### config.mk
export PLATFORM = sky130hd
export DESIGN_NAME = hack_rom_loader
export DESIGN_NICKNAME = d
export VERILOG_FILES = /design/src/rtl/hack_rom_loader.sv
export SDC_FILE = /design/constraint.sdc
export NUM_CORES = 1
export LEC_CHECK = 0
export CAP_MARGIN = 0
export CELL_PAD_IN_SITES_DETAIL_PLACEMENT = 1
export CELL_PAD_IN_SITES_GLOBAL_PLACEMENT = 1
export CORE_UTILIZATION = 37
export DETAILED_ROUTE_END_ITERATION = 6
export GPL_ROUTABILITY_DRIVEN = 0
export GPL_TIMING_DRIVEN = 0
export PLACE_DENSITY_LB_ADDON = 0.1
export SYNTH_ARGS = -nofsm -noshare
export SYNTH_HDL_FRONTEND = slang
export SYNTH_SLANG_ARGS = --single-unit
export TNS_END_PERCENT = 100
### constraint.sdc
create_clock -name clk -period 2.8 [get_ports clk]
set_input_delay 0.42 -clock clk [delete_from_list [all_inputs] [get_ports clk]]
set_output_delay 0.42 -clock clk [all_outputs]
set_load 0.005 [all_outputs]
### src/rtl/hack_rom_loader.sv
// Byte-stream program loader for the Hack instruction ROM.
// Parses MAGIC, LEN_HI, LEN_LO, N words (high byte first) and an XOR checksum.
// Words are written to ROM addresses 0..N-1. The CPU is held in reset until a
// frame has been loaded and its checksum matches.
module hack_rom_loader #(
    parameter int          ADDR_W = 15,
    parameter logic [7:0]  MAGIC  = 8'hA5
) (
    input  logic              clk,
    input  logic              reset,
    input  logic [7:0]        rx_data,
    input  logic              rx_valid,
    output logic              rx_ready,
    output logic              rom_we,
    output logic [ADDR_W-1:0] rom_addr,
    output logic [15:0]       rom_wdata,
    output logic              cpu_reset,
    output logic              busy,
    output logic              done,
    output logic              err
);

    typedef enum logic [3:0] {
        S_IDLE,
        S_LEN_HI,
        S_LEN_LO,
        S_DATA_HI,
        S_DATA_LO,
        S_WRITE,
        S_CHECK,
        S_DONE,
        S_ERROR
    } state_t;

    // Largest legal word count; N is compared against it at full width.
    localparam logic [31:0] CAPACITY = 32'd1 << ADDR_W;

    state_t              state_q, state_d;
    logic [15:0]         len_q, len_d;
    logic [ADDR_W:0]     cnt_q, cnt_d;
    logic [7:0]          chk_q, chk_d;
    logic [7:0]          hi_q, hi_d;
    logic                rx_ready_q, rx_ready_d;
    logic                rom_we_q, rom_we_d;
    logic [ADDR_W-1:0]   rom_addr_q, rom_addr_d;
    logic [15:0]         rom_wdata_q, rom_wdata_d;
    logic                cpu_reset_q, cpu_reset_d;
    logic                busy_q, busy_d;
    logic                done_q, done_d;
    logic                err_q, err_d;

    logic                accept;
    logic [15:0]         len_new;
    logic [ADDR_W:0]     cnt_inc;

    assign accept  = rx_valid && rx_ready_q;
    assign len_new = {len_q[15:8], rx_data};
    // Counter is one bit wider than the address so N == 2^ADDR_W is reachable.
    assign cnt_inc = cnt_q + 1'b1;

    // State register and registered outputs.
    always_ff @(posedge clk) begin
        if (reset) begin
            state_q     <= S_IDLE;
            len_q       <= '0;
            cnt_q       <= '0;
            chk_q       <= '0;
            hi_q        <= '0;
            rx_ready_q  <= 1'b0;
            rom_we_q    <= 1'b0;
            rom_addr_q  <= '0;
            rom_wdata_q <= '0;
            cpu_reset_q <= 1'b1;
            busy_q      <= 1'b0;
            done_q      <= 1'b0;
            err_q       <= 1'b0;
        end else begin
            state_q     <= state_d;
            len_q       <= len_d;
            cnt_q       <= cnt_d;
            chk_q       <= chk_d;
            hi_q        <= hi_d;
            rx_ready_q  <= rx_ready_d;
            rom_we_q    <= rom_we_d;
            rom_addr_q  <= rom_addr_d;
            rom_wdata_q <= rom_wdata_d;
            cpu_reset_q <= cpu_reset_d;
            busy_q      <= busy_d;
            done_q      <= done_d;
            err_q       <= err_d;
        end
    end

    // Frame parser: next state and next output values, advancing only on accepted bytes.
    always_comb begin
        state_d     = state_q;
        len_d       = len_q;
        cnt_d       = cnt_q;
        chk_d       = chk_q;
        hi_d        = hi_q;
        rom_we_d    = 1'b0;
        rom_addr_d  = rom_addr_q;
        rom_wdata_d = rom_wdata_q;
        cpu_reset_d = cpu_reset_q;
        busy_d      = busy_q;
        done_d      = done_q;
        err_d       = err_q;

        case (state_q)
            // Idle, done and error all hunt for MAGIC; anything else is dropped.
            S_IDLE, S_DONE, S_ERROR: begin
                if (accept && rx_data == MAGIC) begin
                    state_d     = S_LEN_HI;
                    busy_d      = 1'b1;
                    done_d      = 1'b0;
                    err_d       = 1'b0;
                    cpu_reset_d = 1'b1;
                    chk_d       = '0;
                    cnt_d       = '0;
                end
            end
            S_LEN_HI: begin
                if (accept) begin
                    len_d   = {rx_data, len_q[7:0]};
                    state_d = S_LEN_LO;
                end
            end
            S_LEN_LO: begin
                if (accept) begin
                    len_d = len_new;
                    if ({16'd0, len_new} > CAPACITY) begin
                        state_d = S_ERROR;
                        busy_d  = 1'b0;
                        err_d   = 1'b1;
                    end else if (len_new == 16'd0) begin
                        state_d = S_CHECK;
                    end else begin
                        state_d = S_DATA_HI;
                    end
                end
            end
            S_DATA_HI: begin
                if (accept) begin
                    hi_d    = rx_data;
                    chk_d   = chk_q ^ rx_data;
                    state_d = S_DATA_LO;
                end
            end
            // The ROM write is staged here so the strobe appears during WRITE.
            S_DATA_LO: begin
                if (accept) begin
                    chk_d       = chk_q ^ rx_data;
                    rom_we_d    = 1'b1;
                    rom_addr_d  = cnt_q[ADDR_W-1:0];
                    rom_wdata_d = {hi_q, rx_data};
                    state_d     = S_WRITE;
                end
            end
            S_WRITE: begin
                cnt_d = cnt_inc;
                if (32'(cnt_inc) == {16'd0, len_q}) begin
                    state_d = S_CHECK;
                end else begin
                    state_d = S_DATA_HI;
                end
            end
            S_CHECK: begin
                if (accept) begin
                    busy_d = 1'b0;
                    if (rx_data == chk_q) begin
                        state_d     = S_DONE;
                        done_d      = 1'b1;
                        cpu_reset_d = 1'b0;
                    end else begin
                        state_d = S_ERROR;
                        err_d   = 1'b1;
                    end
                end
            end
            default: begin
                state_d = S_IDLE;
            end
        endcase
    end

    // Ready is dropped only for the single write cycle.
    always_comb begin
        rx_ready_d = (state_d != S_WRITE);
    end

    assign rx_ready  = rx_ready_q;
    assign rom_we    = rom_we_q;
    assign rom_addr  = rom_addr_q;
    assign rom_wdata = rom_wdata_q;
    assign cpu_reset = cpu_reset_q;
    assign busy      = busy_q;
    assign done      = done_q;
    assign err       = err_q;

endmodule
==> flow_summary.ini <==
[cts]
cts_resized = 0
postCtsHoldBufs = 0
clock_path_buffers = 2
htree_num_levels = 3
post_cts_buffers = 0
cts_sinks = 89
cts.clk_slew.worst_paths_ns = 0.07
clk_latency_ns = 0.35
cts_tree = yes
cts-root-buf = clkbuf_16
cts_buffers = 9

[critical_path]
regToRegSetupSlack_ns = 0.20
crit_arrival_ns = 2.83
crit_path_end_kind = register
cp_data_required_time_ns = 3.03
crit_type = reg2reg
worst-path-max-fanout = 7
cp-start-kind = register

[die]
die-area_um2 = 12300
ios = 48
die_h_um = 111
rows = 39
coreArea_um2 = 11500
fp.dieW_um = 111
initial_utilization = 0.382

[power_and_ir_drop]
seqPwrFrac = 0.482
clock_power_share = 0.488
comb_power_share = 0.031
powerDensity_nw_per_um2 = 500
leakagePower_nw = 1.86
switching_share = 0.236
power_switching_w = 0.000621
p_int_w = 0.00201
ir_worst_vdd_v = 0.000267

[sta]
fin_crit_ns = 2.60
maxClockFrequency_ghz = 0.384
drv_slew = 0
finalHoldViolations = 0
grt_setup_unrepaired = no
timing.hold.ws_ns = 0.425
fin_worst_skew_ns = 0.00848
slew_headroom = 0.376
setup_viol = 0
fin_crit_sh = 0.929
tightest_slew_ns = 0.935

[place]
io_buffers = 38
dp_hpwl_mm = 10.2
place_area_um2 = 4940

[routing]
drtIter0Drc = 236
routed_via_density = 5.65
route.detailed.drc = 0
avgRoutedWirePerCell_um = 19.1
antenna_left = 0
firstDrtPassIters = 5
routed_wl_mm = 14.5
dr_total_vias = 4289

[finish]
utilization = 0.458
n_antenna_cell = 0
layout-drive-gt1-share = 0.0552
nets = 623
nFillCells = 1420
final_cell_area_um2 = 5260
syn_to_final_growth_pct = 19.8

[grt]
grt_usage = 0.244
grt_max_degree = 17
grt_pass1_vias = 4407
grt_pass1_wl_mm = 23.4
antenna_found_initial = 0
overflow = 0

[synth]
synth_most_common_cell = dfxtp_1
synthAdderAreaFrac = 0.00285
syn_inst = 562
synth_top_family_by_area = simple AND/OR/NAND/NOR gates
synth-xor-area-share = 0.0559
synth_top_flop_cell = dfxtp_1
ys_ff_latch = 89
yosys_warnings = 0
synth_top_area_share = 0.406
ys_types = 53
synth_edf_count = 0
yosysSeqAreaShare = 0.406
synth_area_per_cell_um2 = 7.80
synth_top_cells_by_area = dfxtp_1 (41%), a21oi_1 (8.1%), nand2_1 (7.3%)
syn_nets = 574
synth_simple_gate_area_frac = 0.276
synth_common_cells = dfxtp_1 (89), nand2_1 (85), a21oi_1 (71), nor2_1 (59), clkbuf_1 (36)
synth_largest_area_cell = dfxtp_1
synth_compound_area_frac = 0.168
synth.cell_area_um2 = 4390
muxShareOfSynthArea = 0.0411
synthArstFlopShare = 0

[outcome]
run_status = completed

[worst_hold_path]
holdCritPathClass = in2reg

[job]
max_cap_violations = 0
## routing by layer
layer | vias up | part of all wire | global-route usage
met1 | 2094 | 0.46 | 0.319
met3 | 28 | 0.044 | 0.0355
met4 | 0 | 0.030 | 0.112
met5 | - | 0 | 0
met2 | 111 | 0.46 | 0.395
li1 | 2056 | - | -
## kinds of logic (layout without fill, tap and decap cells)
| logic type | count (synthesis) | after routing |
|---|---|---|
| xor gates and xnor gates | 28 | 28 |
| muxes | 18 | 18 |
| AOI/OAI and AO/OA | 126 | 126 |
| and+or+nand+nor | 248 | 248 |
| adders and majority gates | 1 | 1 |
| buffers and inverters | 52 | 106 |
| DFF | 89 | 89 |
## path summary, 6_finish.rpt
path | start | end | depth (start not counted)
min reg2reg | rom_wdata[2] | rom_wdata[2] | 2
max reg2reg | cnt_q[1] | state_q[0] | 7
min | rx_data[1] | rom_wdata[1] | 3
max | cnt_q[1] | state_q[0] | 7
## layout make-up
cell class,count,area (um^2),area share
sequential,89,1780,0.339
buffer,46,194,0.0369
clock inverter,6,71.3,0.0136
tap,143,179,0.0340
multi-input combinational,421,2390,0.454
inverter,6,22.5,0.00429
clock buffer,10,239,0.0455
timing repair buffer,38,380,0.0724
## placed cells by master (no fill, tap or decap), types with 13 or more instances in the layout
cell type,Yosys,final
clkdlybuf4s50_1,0,38
mux2i_1,18,18
clkbuf_1,36,36
xor2_1,18,18
nor3_1,13,13
nand2_1,85,85
dfxtp_1,89,89
nor2_1,59,59
o21ai_0,23,23
a21oi_1,71,71
nand3_1,19,19
## per-stage QoR
stage,TNS (ns),instances,setup WS (ns),total power [W]
4_1_cts,0,759,0.218,0.00265
6_report,0,759,0.198,0.00263
3_3_place_gp,-0.135,743,-0.0410,0.00138
3_5_place_dp,-0.253,743,-0.0500,0.00138
2_1_floorplan,0,562,0.643,0.00134
5_1_grt,0,759,0.0209,0.00270
## critical path, stage by stage (launching register included)
cell and delay, ns:
dfxtp_1 0.49, ha_1 0.37, and4_1 0.32, a21oi_1 0.09, or3_1 0.42, a2111oi_0 0.43, and4_1 0.27, o211ai_1 0.08
## state kept, by name (all words and copies together) (netlist names)
| signal | flops |
|---|---|
| busy | 1 |
| chk_q | 8 |
| cnt_q | 16 |
| cpu_reset | 1 |
| done | 1 |
| err | 1 |
| hi_q | 8 |
| len_q | 16 |
| rom_addr | 15 |
| rom_wdata | 16 |
| rom_we | 1 |
| rx_ready | 1 |
| state_q | 4 |
## power groups by stage
stage          sequential, W  clock [W]  combinational, W
2_1_floorplan        0.00130          0         0.0000458
3_3_place_gp         0.00130          0         0.0000806
3_5_place_dp         0.00130          0         0.0000812
4_1_cts              0.00127    0.00131         0.0000817
5_1_grt              0.00127    0.00135         0.0000870
6_report             0.00127    0.00128         0.0000806
Power figures use the tool's default switching activity.
==> edit 1: new RTL, same flow settings <==
Make the reset (`reset`) asynchronous in one clocked block.
--- a/src/rtl/hack_rom_loader.sv
+++ b/src/rtl/hack_rom_loader.sv
@@ -59,7 +59,7 @@
     assign cnt_inc = cnt_q + 1'b1;
 
     // State register and registered outputs.
-    always_ff @(posedge clk) begin
+    always_ff @(posedge clk or posedge reset) begin
         if (reset) begin
             state_q     <= S_IDLE;
             len_q       <= '0;
Behaviour: differs if reset is asserted again (counterexample within 4 cycles, from zero or initial values and one cycle with reset high); with reset held inactive, the same outputs for 10 cycles.
==> edit 1 against the unedited design <==
Global-route usage down 3.5 points. Setup slack got worse by 0.085 ns. Routed wire length decreased by 15%. Area after synthesis grew 3.5%. Sequential cell count unchanged. Final area increased by 4.8%. Non-clock buffer count decreased by 8. Highest routed layer unchanged. First-iteration DRC count shrank 62%. Synthesized cell count down 21%.
Power is not compared: it rests on default switching activity, and its combinational part moved more than twofold at a synthesized area within 25%.
==> edit 1: results <==
export IMPL_ys_flop_type="dfrtp_1"
export IMPL_hp_class="in2async"
export IMPL_cp_slowest_stage_delay_ns=0.56
export IMPL_clockBufferDepth=2
export IMPL_track_usage_pct=20.8
export IMPL_cp_max_fo=9
export IMPL_ys_warn_count=0
export IMPL_grt_pass1_vias=3705
export IMPL_crit_path_end_kind="register"
export IMPL_max_freq_ghz=0.372
export IMPL_cts_htree_levels=3
export IMPL_viasPerCell=5.55
export IMPL_top_layer_used="met4"
export IMPL_cts_buffers=9
export IMPL_total_leakage_power_nw=2.28
export IMPL_grt_pass1_wl_um=20200
export IMPL_wirelength_um=12300
export IMPL_n_fill_cell=1329
export IMPL_cts_root_buffer="clkbuf_16"
export IMPL_outcome="finished, final reports clean"
export IMPL_path_clk_slew_ns=0.06
export IMPL_worstSetupStartpoint="cnt_q[0]"
export IMPL_hpwl_um=8430
export IMPL_reg2reg_to="state_q[0]"
export IMPL_num_nets_final=515
export IMPL_fin_skew_ns=0.00725
export IMPL_drive_above_1_share_pct=18.5
export IMPL_ff2ff_setup_slack_ns=0.11
export IMPL_arrival_ns=2.91
export IMPL_reg2reg_depth=9
export IMPL_routedLengthMet1_um=5840
export IMPL_synth_area_leaders="dfrtp_1 (49%), mux2_2 (11%), o21ai_0 (5.0%), nand2_1 (4.7%), xnor2_1 (4.1%)"
export IMPL_dpl_cell_area_sq_mm=0.00514
export IMPL_dr_pass1_iters=4
export IMPL_synth_cell_types=59
export IMPL_grt_max_degree=64
export IMPL_portBuffers=39
export IMPL_ys_seq_area_share_pct=49.1
export IMPL_clock_latency_ns=0.35
export IMPL_wl_met2_um=5860
export IMPL_wl_met3_um=462
export IMPL_antenna_found_initial=0
export IMPL_critical_path_slowest_cell="or4_4"
export IMPL_synth_common_cells="dfrtp_1 (88), nand2_1 (57), mux2_2 (46)"
export IMPL_dpl_worst_slack_ns=-0.563
export IMPL_tightest_slew_ns=1.14
export IMPL_irDropWorstVdd_v=0.000628
export IMPL_async_flop_share_pct=100
export IMPL_synth_nets=458
export IMPL_slew_violations=0
export IMPL_n_antenna_cell=0
export IMPL_drt_iter0_drc=89
-- edit 1: cell count changes after synthesis, sizes merged, moves of 9 or more --
cell	change
mux2	+46
nand2	-28
dfrtp	+88
a21oi	-63
nand3	-9
nor2	-36
xnor2	+11
dfxtp	-89
xor2	-12
o21ai	+22
mux2i	-18
clkbuf	-14
-- edit 1: area by class of cell --
class,count,area [sq um],share of cell area (%)
plain buffers,30,123,2.23
clock buffers,11,253,4.59
clock inverters,4,28.8,0.523
inverters,9,36.3,0.659
multi-input cells,318,2190,39.7
flip-flops and latches,89,2230,40.5
well taps,147,184,3.34
repair buffers,46,463,8.41
-- edit 1: timing repair --
| item | CTS | global route |
|---|---|---|
| buffers inserted | 0 | 6 |
| resized for setup | 4 | 5 |
| pin swaps | 0 | 2 |
| hold buffers | 0 | 0 |
| setup endpoints to repair | 12 | 14 |
-- edit 1: worst min path at each step --
stage                     startpoint             to  slack, ns  cells past startpoint
after floorplan              hi_q[2]  rom_wdata[10]       0.43                      2
after global placement       hi_q[0]   rom_wdata[8]       0.45                      2
after detailed placement     hi_q[4]  rom_wdata[12]       0.46                      2
after CTS                      reset       cnt_q[2]       0.42                      2
after global routing           reset    rom_addr[5]       0.45                      2
final                          reset    rom_addr[6]       0.42                      2
-- edit 1: critical path: cells and delay by family (launching register included) --
kind / cells / cell delay (ns)
AOI/OAI and AO/OA: 2 / 0.39
DFF: 1 / 0.47
adders and majority gates: 1 / 0.21
and+or+nand+nor: 4 / 1.14
buffers and inverters: 2 / 0.36
-- edit 1: where the power goes --
part	leakage, nW	total [W]	switching, W	internal (W)
logic	1.07	0.00262	0.00129	0.00133
clock network	0.134	0.00116	0.000517	0.000645
registers	1.08	0.00230	0.000468	0.00183
-- edit 1: kinds of logic after synthesis --
logic type	share of synthesized area [%]
buffers and inverters	3.45
adder cells (fa/ha/maj)	0.276
XOR/XNOR	5.21
multiplexers	11.4
AO/OA/AOI/OAI	13.2
flip-flops	49.1
AND/OR/NAND/NOR	17.3
-- edit 1: stage by stage --
step	power (W)	TNS [ns]	utilization [%]	std cells	hold WS [ns]
floorplan	0.00386	0	-	446	0.435
global placement	0.00476	-127.54	42.7	632	0.446
detailed placement	0.00486	-5.76	43.0	633	0.459
CTS	0.00607	0	45.4	648	0.424
global route	0.00653	0	46.0	654	0.454
finish	0.00608	0	46.0	654	0.415
-- edit 1: layer usage --
| layer | track usage [%] | vias to the layer above |
|---|---|---|
| met3 | 4.55 | 10 |
| li1 | - | 1703 |
| met5 | 0 | - |
| met4 | 6.49 | 0 |
| met1 | 29.4 | 1866 |
| met2 | 32.0 | 52 |
==> edit 2: new RTL, same flow settings <==
Without the edit above. The parameter `ADDR_W` goes from 15 to 14.
--- a/src/rtl/hack_rom_loader.sv
+++ b/src/rtl/hack_rom_loader.sv
@@ -3,7 +3,7 @@
 // Words are written to ROM addresses 0..N-1. The CPU is held in reset until a
 // frame has been loaded and its checksum matches.
 module hack_rom_loader #(
-    parameter int          ADDR_W = 15,
+    parameter int          ADDR_W = 14,
     parameter logic [7:0]  MAGIC  = 8'hA5
 ) (
     input  logic              clk,
Interface: changed (resized rom_addr); port bits go from 48 to 47. The function was not compared with the original's and may differ.
==> edit 2 against the unedited design <==
Area after synthesis shrank 1.4%. Die area shrank 1.4%. Fmax grew 6.4%. Core utilization shrank 0.47 points. Critical path depth grew 1. Routed wire length shrank 6.3%. Power shrank 1.5%. Critical path type unchanged. Sequential cell count shrank 2. Setup slack gained 0.16 ns. Final area shrank 1.5%. Largest power group unchanged. First-iteration DRC count shrank 33%.
==> edit 2: results <==
export IMPL_reg2reg_to="state_q[2]"
export IMPL_grt_max_degree=16
export IMPL_synth_cell_types=62
export IMPL_cp_slowest_stage_delay_ns=0.46
export IMPL_outcome="finished, final reports clean"
export IMPL_fin_skew_ns=0.00945
export IMPL_multi_input_area_share_pct=45.0
export IMPL_dr_pass1_iters=4
export IMPL_cp_max_fo=10
export IMPL_instances_no_fill=748
export IMPL_hpwl_um=9770
export IMPL_ys_seq_area_share_pct=40.3
export IMPL_whs_ns=0.366
export IMPL_synth_nets=565
export IMPL_total_leakage_power_nw=1.81
export IMPL_area_growth_pct=19.8
export IMPL_synth_area_mux_share_pct=3.70
export IMPL_setup_slack_ns=0.355
export IMPL_seq_cells=87
export IMPL_sh_seq_area_pct=33.6
export IMPL_viasPerCell=5.47
export IMPL_synth_compound_area_share_pct=17.5
export IMPL_dpl_cell_area_sq_mm=0.00487
export IMPL_grt_pass1_vias=4076
export IMPL_drt_iter0_drc=159
export IMPL_portBuffers=37
export IMPL_num_nets_final=613
export IMPL_clk_share_pct=5.90
export IMPL_arrival_ns=2.74
export IMPL_wire_per_inst_um=18.1
export IMPL_core_sq_mm=0.0114
export IMPL_irDropWorstVdd_v=0.000271
export IMPL_drive_above_1_share_pct=7.27
export IMPL_synth_area_leaders="dfxtp_1 (40%), nand2_1 (7.6%), a21oi_1 (6.8%), nor2_1 (4.8%), xnor2_1 (4.3%)"
export IMPL_synth_common_cells="dfxtp_1 (87), nand2_1 (87), a21oi_1 (59)"
export IMPL_yosys_area_share_adder_pct=0.289
## edit 2: cell count changes after synthesis, sizes merged, moves of 6 or more
cell	change
nand2b	+10
xor2	-13
buf	+6
xnor2	+11
a21oi	-12
o21ai	+6
## edit 2: power by group
group           total, W  internal (W)  switching (W)
clock network    0.00127      0.000722       0.000543
logic          0.0000854     0.0000206      0.0000648
registers        0.00124       0.00124    0.000000623
## edit 2: layer usage
| layer | routed length (um) | GRT usage (%) | up-vias |
|---|---|---|---|
| met5 | 0 | 0 | - |
| met1 | 6410 | 30.0 | 2006 |
| met3 | 276 | 3.47 | 18 |
| li1 | - | - | 2008 |
| met4 | 243 | 9.68 | 0 |
| met2 | 6640 | 40.8 | 60 |
## edit 2: worst max-delay path, delay by kind of cell, from the launching register on
family | cells | cell delay [ns]
AND/OR/NAND/NOR | 3 | 0.79
AO/OA/AOI/OAI | 3 | 0.55
flip-flops | 1 | 0.46
adder cells (fa/ha/maj) | 1 | 0.34
buffers and inverters | 1 | 0.25
